$ cat src/rtl/prefix_channel_arbiter.sv
// Round-robin arbiter that shares one registered valid/ready channel between NUM_REQ requesters; 1-cycle accept-to-valid latency.
// Backpressure: while the output slice is full and some_prefix_ready is low, every req_ready is held low.
module prefix_channel_arbiter #(
    parameter int NUM_REQ    = 4,
    parameter int DATA_WIDTH = 8,
    parameter int CNT_WIDTH  = 8,
    localparam int SW        = (NUM_REQ > 1) ? $clog2(NUM_REQ) : 1
) (
    input  logic                          clock,
    input  logic                          reset,
    input  logic [NUM_REQ-1:0]            req_valid,
    output logic [NUM_REQ-1:0]            req_ready,
    input  logic [NUM_REQ*DATA_WIDTH-1:0] req_bits_data_0,
    input  logic [NUM_REQ*DATA_WIDTH-1:0] req_bits_data_1,
    input  logic [NUM_REQ*DATA_WIDTH-1:0] req_bits_data_2,
    output logic                          some_prefix_valid,
    input  logic                          some_prefix_ready,
    output logic [DATA_WIDTH-1:0]         some_prefix_bits_data_0,
    output logic [DATA_WIDTH-1:0]         some_prefix_bits_data_1,
    output logic [DATA_WIDTH-1:0]         some_prefix_bits_data_2,
    output logic [SW-1:0]                 some_prefix_src,
    output logic [CNT_WIDTH-1:0]          xfer_count
);

    typedef enum logic {
        EMPTY = 1'b0,
        FULL  = 1'b1
    } slice_state_t;

    slice_state_t          state_q, state_d;
    logic [DATA_WIDTH-1:0] data0_q, data0_d;
    logic [DATA_WIDTH-1:0] data1_q, data1_d;
    logic [DATA_WIDTH-1:0] data2_q, data2_d;
    logic [SW-1:0]         src_q, src_d;
    logic [SW-1:0]         ptr_q, ptr_d;
    logic [CNT_WIDTH-1:0]  cnt_q, cnt_d;

    logic                  load_en;
    logic                  any_req;
    logic                  accept;
    logic [SW-1:0]         winner;
    logic [DATA_WIDTH-1:0] sel0, sel1, sel2;

    // Scan offsets from the highest down so the lowest offset from ptr wins.
    always_comb begin
        int idx;
        idx     = 0;
        winner  = '0;
        any_req = 1'b0;
        for (int k = NUM_REQ - 1; k >= 0; k--) begin
            idx = int'(ptr_q) + k;
            if (idx >= NUM_REQ) begin
                idx = idx - NUM_REQ;
            end
            if (req_valid[SW'(idx)]) begin
                winner  = SW'(idx);
                any_req = 1'b1;
            end
        end
    end

    assign load_en = (state_q == EMPTY) || some_prefix_ready;
    assign accept  = load_en && any_req;

    always_comb begin
        req_ready = '0;
        if (accept) begin
            req_ready[winner] = 1'b1;
        end
    end

    always_comb begin
        sel0 = '0;
        sel1 = '0;
        sel2 = '0;
        for (int i = 0; i < NUM_REQ; i++) begin
            if (SW'(i) == winner) begin
                sel0 = req_bits_data_0[i*DATA_WIDTH +: DATA_WIDTH];
                sel1 = req_bits_data_1[i*DATA_WIDTH +: DATA_WIDTH];
                sel2 = req_bits_data_2[i*DATA_WIDTH +: DATA_WIDTH];
            end
        end
    end

    always_comb begin
        state_d = state_q;
        data0_d = data0_q;
        data1_d = data1_q;
        data2_d = data2_q;
        src_d   = src_q;
        ptr_d   = ptr_q;
        cnt_d   = cnt_q;
        if (accept) begin
            state_d = FULL;
            data0_d = sel0;
            data1_d = sel1;
            data2_d = sel2;
            src_d   = winner;
            ptr_d   = (winner == SW'(NUM_REQ - 1)) ? '0 : winner + 1'b1;
        end else if (load_en) begin
            state_d = EMPTY;
        end
        if ((state_q == FULL) && some_prefix_ready) begin
            cnt_d = cnt_q + 1'b1;
        end
    end

    always_ff @(posedge clock or posedge reset) begin
        if (reset) begin
            state_q <= EMPTY;
            data0_q <= '0;
            data1_q <= '0;
            data2_q <= '0;
            src_q   <= '0;
            ptr_q   <= '0;
            cnt_q   <= '0;
        end else begin
            state_q <= state_d;
            data0_q <= data0_d;
            data1_q <= data1_d;
            data2_q <= data2_d;
            src_q   <= src_d;
            ptr_q   <= ptr_d;
            cnt_q   <= cnt_d;
        end
    end

    assign some_prefix_valid       = (state_q == FULL);
    assign some_prefix_bits_data_0 = data0_q;
    assign some_prefix_bits_data_1 = data1_q;
    assign some_prefix_bits_data_2 = data2_q;
    assign some_prefix_src         = src_q;
    assign xfer_count              = cnt_q;

endmodule

$ cat config.mk
export PLATFORM = sky130hd
export DESIGN_NAME = prefix_channel_arbiter
export DESIGN_NICKNAME = d
export VERILOG_FILES = /design/src/rtl/prefix_channel_arbiter.sv
export SDC_FILE = /design/constraint.sdc
export NUM_CORES = 1
export LEC_CHECK = 0
export ABC_CLOCK_PERIOD_IN_PS = 2200
export CAP_MARGIN = 20
export CORE_MARGIN = 3
export CORE_UTILIZATION = 34
export CTS_CLUSTER_SIZE = 25
export DETAILED_ROUTE_END_ITERATION = 8
export PLACE_DENSITY = 0.79
export SYNTH_ARGS = -nofsm -noshare
export SYNTH_HDL_FRONTEND = slang
export SYNTH_SLANG_ARGS = --single-unit
export TNS_END_PERCENT = 20
$ cat constraint.sdc
create_clock -name clock -period 2.2 [get_ports clock]
set_input_delay 0.44 -clock clock [delete_from_list [all_inputs] [get_ports clock]]
set_output_delay 0.44 -clock clock [all_outputs]
set_load 0.1 [all_outputs]
# Word level (Yosys, flattened, before mapping)
# Cells that the tools add are included.
[totals]
register_bits = 37
in_bits = 103
out_inout_bits = 39
[op_classes]
addsub = 9
n_lt_le_gt_ge = 10
eq_ne = 4
mux = 42
n_bitwise = 1
n_reduce_logical = 6
[ops]
columns = ["cell", "count"]
rows = [
  ["$mux W8", 12],
  ["$mux W2", 9],
  ["$lt A2 B4 Y1 const B", 4],
  ["$mux W1", 15],
  ["$ge A3 B3 Y1 const B", 3],
  ["$add A8 B1 Y8 const B", 1],
  ["$bmux W1 S2", 4],
  ["$sub A2 B1 Y2 const B", 4],
  ["$add A2 B2 Y3 const B", 2],
  ["$eq A2 B2 Y1 const A", 2],
  ["$mux W4", 1],
  ["$add A2 B1 Y3 const B", 1],
  ["$ge A2 B3 Y1 const B", 1],
  ["$logic_and A1 B1 Y1", 3],
  ["$lt A2 B3 Y1 const B", 1],
  ["$add A2 B1 Y2 const B", 1],
  ["$demux W1 S2", 1],
  ["$eq A1 B2 Y1 const A", 1],
  ["$eq A2 B2 Y1 const B", 1],
  ["$ge A2 B1 Y1 const B", 1],
  ["$logic_not A2 Y1", 1],
  ["$reduce_bool A2 Y1", 1],
  ["$logic_or A1 B1 Y1", 1],
  ["$not A1 Y1", 1],
]

# Longest topological paths before layout
[logic_depth]
depth_word = 15
mapped_depth = 11

# Worst setup path after synthesis
# Ideal clock, no wire load.
[synth_timing]
path_type = "in2out"
start = "input port req_valid[1]"
end = "output port req_ready[2]"
arrival_ps = 2563
required_ps = 1760
setup_slack_ps = -803
path_stages = 7
path_buffers = 2
path_cell_list = "nand2b_1 > nor3b_1 > o22ai_1 > ha_1 > clkbuf_1 > clkbuf_1 > and2_1"
[synth_via]
elab_chain_len = 12
word_cells_on_any_way = 27
[synth_lines]
columns = ["element", "line_no", "text"]
rows = [
  ["from (decl)", "11", "input logic [NUM_REQ-1:0] req_valid,"],
  ["$bmux W1 S2", "55", "if (req_valid[SW'(idx)]) begin"],
  ["$mux W1 (implied by the code) (2 in a row)", "55", ""],
  ["$mux W2 (4 in a row)", "55", ""],
  ["$lt A2 B3 Y1 (implied by the code) or $ge A2 B1 Y1 (tied branches)", "68", "req_ready[winner] = 1'b1;"],
  ["$logic_and A1 B1 Y1 (implied by the code)", "68", ""],
  ["$mux W1 (implied by the code)", "68", ""],
  ["$demux W1 S2", "68", ""],
  ["$mux W4 *", "67", "if (accept) begin"],
  ["to (decl)", "12", "output logic [NUM_REQ-1:0] req_ready,"],
]
# Mark *: on every way between the ends. The rest lies on a longest branch, timed or not. The select of a mux whose other input is x is not followed.

# Worst setup path in the final report
[layout_timing]
start = "register ptr_q[0]"
end = "output port req_ready[3]"
[layout_via]
elab_chain_len = 15
word_cells_on_any_way = 42
[layout_lines]
columns = ["element", "line_no", "text"]
rows = [
  ["from (decl)", "35", "logic [SW-1:0] ptr_q, ptr_d;"],
  ["from (signal assigned)", "123", "ptr_q <= ptr_d;"],
  ["$add A2 B2 Y3", "51", "idx = int'(ptr_q) + k;"],
  ["$ge A3 B3 Y1 or $sub A2 B1 Y2 (tied branches)", "52, 53", ""],
  ["$mux W2", "52", "if (idx >= NUM_REQ) begin"],
  ["$bmux W1 S2", "55", ""],
  ["$mux W1 (implied by the code) (2 in a row)", "55", ""],
  ["$mux W2 (3 in a row)", "55", ""],
  ["$mux W2 *", "55", ""],
  ["named net winner[0]", "41", "logic [SW-1:0] winner;"],
  ["$lt A2 B3 Y1 (implied by the code) or $ge A2 B1 Y1 (tied branches)", "68", ""],
  ["$logic_and A1 B1 Y1 (implied by the code)", "68", ""],
  ["$mux W1 (implied by the code)", "68", ""],
  ["$demux W1 S2 *", "68", ""],
  ["$mux W4 *", "67", ""],
]
# The timed path passes the listed nets; every way through them passes the cells marked *. The select of a mux whose other input is x is not followed.

==> reports/metrics.cfg <==
[clock_tree]
htreeDepth = 2
path_clk_slew_ns = 0.09
cts_tree = done
clkLatencyLatePin_ns = 0.30
cts_buffers = 5
cts.sinks = 37
root_buffer = clkbuf_8
cts_buffer_depth = 2
cts-hold-fix-buffers = 0

[synth]
synth_common_cells = a21oi_1, dfrtp_1, inv_1, nor2_1, a221oi_1
synth_edf_count = 0
synth_top_area_share_pct = 40.8
synth_top_family_by_area = compound AO/OA/AOI/OAI gates
async_flop_share_pct = 100
ys.flop_type = dfrtp_1
synth_top_area_cell = dfrtp_1
synth.cell_area_um2 = 2270
synthMuxAreaShare_pct = 1.16
yosysSeqAreaShare_pct = 40.8
syn_avg_cell_area_um2 = 8.70
synth-simple-area-share_pct = 12.2
synth_compound_area_share_pct = 30.8
yosys_warnings = 0
synth-adder-area-share_pct = 2.76
synthesis.nets = 369
ys_ff_latch = 37
ys_top_cells_by_area = dfrtp_1, a21oi_1, a221oi_1, a211o_1, inv_1
syn_inst = 261
yosys.cell_count.top_type = a21oi_1
synthDistinctLibCells = 30
synth_xor_area_share_pct = 2.70

[hold_path]
min_path_type = register to register

[pwr]
total_power_w = 0.00684
ir_drop_mv = 1.48
p_per_area_nw_per_um2 = 1630
p_leak_nw = 1.86

[timing]
finalClockSkew_ns = 0.0111
timing.final.hold_violations = 0
rsz0062_at_grt = true
drv_slew = 0
fin_ws_ns = -0.0926
relSlewSlack_pct = 66.9
setup_viol = 4
worst_pin_slew_ns = 0.497
whs_ns = 0.485
finalCritPeriodShare_pct = 104
fmax_mhz = 436
fin_crit_ns = 2.29

[route]
route.vias.total = 2582
wirelength_mm = 8.09
vias_per_cell = 5.21
drc_errors = 0
wl_per_cell_um = 16.3
ant_nets = 0
first_pass_iters = 4
drt_iter0_drc = 98

[global_route]
top_usage_layer = met2
use_met1_pct = 24.5
overflow = 0
grt_use_met2_pct = 35.1
globalRouteMet3Util_pct = 4.52
antenna_found_initial = 0
grt_pass1_wl_mm = 12.1
grt_pass1_vias = 2584
grt_start_max_net_pins = 38
grt_usage_pct = 20.0

[floorplanning]
die-area_um2 = 7690
pin_count = 142
start_util_pct = 35.3
die_w_um = 87.7
rows = 29
core-area_um2 = 6420
chipHeight_um = 87.7

[cells_and_area]
nNetsFinal = 526
fin_util_pct = 65.2
diodes = 0
syn_to_final_growth_pct = 84.5
final_area_um2 = 4190
drive_gt1_share_pct = 29.4

[status]
violations = negative setup slack
status = finished with violations

[critical_path]
crit_type = register to output port
rrSetupSlack_ns = 0.09
cp.required_ns = 1.76
critPathSlowestCell = dfrtp_2
path_cells = nor2b_4 > nor3b_2 > o22ai_2 > inv_2 > buf_6 > ha_4 > and2_4 > buf_12
crit_fanout = 4
cp-end-kind = output port
critPathLaunchType = register
worstPathArrival_ns = 1.85
slowest_delay_ns = 0.46

[placed_design]
place_area_um2 = 3870
numPortBuffers = 141
place_hpwl_mm = 6.03
place_congestion = 0.776
post-place-ws_ns = -0.729

[job]
cap_violations = 0

## layout by cell type (no fill, tap or decap), types with 3 or more instances in the layout
cell type        Yosys  routed
ha_4                 0       4
a221oi_1            24      23
buf_12               0       7
a21oi_1             50      32
nor2b_4              1       3
nor2_1              27      26
buf_4                3      55
and2_4               0       4
o21ai_0              3       3
buf_6                2       7
inv_1               28      26
nand2_1             12      12
clkbuf_8             0       5
xnor2_1              6       6
dfrtp_1             37      35
a21oi_2              0      18
clkdlybuf4s50_1      0      98
a211o_1             23      23
nand3_1              3       3
## registers in the layout, summed over array words and instances (netlist names)
signal	flops
some_prefix_bits_data_0	8
some_prefix_bits_data_1	8
some_prefix_bits_data_2	8
xfer_count	8
ptr_q	2
some_prefix_src	2
some_prefix_valid	1
## area by class of cell
class / count / area, µm²
clock buffers: 5 / 68.8
clock inverters: 3 / 25.0
fillers: 513 / 2240
inverters: 28 / 108
multi-input cells: 175 / 1310
flip-flops and latches: 37 / 928
well taps: 77 / 96.3
repair buffers: 171 / 1650
## layer usage
layer	part of all wire, %	wire length [µm]
met1	43	3490
met2	48	3880
met3	7.5	604
met4	1.4	116
met5	0	0
## worst max-delay path, delay by kind of cell (launching register included)
kind	cells	cell delay, ns
adders and majority gates	1	0.15
buffers and inverters	3	0.39
AOI/OAI and AO/OA	1	0.22
and+or+nand+nor	3	0.34
DFF	1	0.46
## stage by stage
step	TNS, ns	std cells
final	-0.278	496
after global routing	-0.592	496
after CTS	-0.224	495
after detailed placement	-15.95	481
after global placement	-12.35	481
after floorplan	-0.0325	261
## report_power, final
part	switching, W	leakage [nW]	internal, W
Clock	0.000279	0.0452	0.000231
Sequential	0.000247	0.432	0.000997
Combinational	0.00349	1.39	0.00160
## path summary, 6_finish.rpt
check / start / end / cells past startpoint
min in group asynchronous: reset / some_prefix_bits_data_0[7] / 3
max: ptr_q[0] / req_ready[3] / 8
max in group asynchronous: reset / ptr_q[0] / 3
min: xfer_count[7] / xfer_count[7] / 1
min reg2reg: xfer_count[7] / xfer_count[7] / 1
max reg2reg: ptr_q[1] / some_prefix_bits_data_2[3] / 10
## cell families (layout without fill, tap and decap cells)
kind of cell,count (synthesis),count (layout)
AOI/OAI and AO/OA,103,103
and+or+nand+nor,58,58
muxes,2,2
xor gates and xnor gates,7,7
buffers and inverters,49,207
DFF,37,37
adders and majority gates,5,5
## repair_timing
action | in CTS | in global routing
gates resized for setup | 31 | 22
pin swaps | 7 | 17
gates cloned | 0 | 0
setup endpoints to repair | 28 | 25
setup buffers | 6 | 1
(Power assumes the default switching activity.)
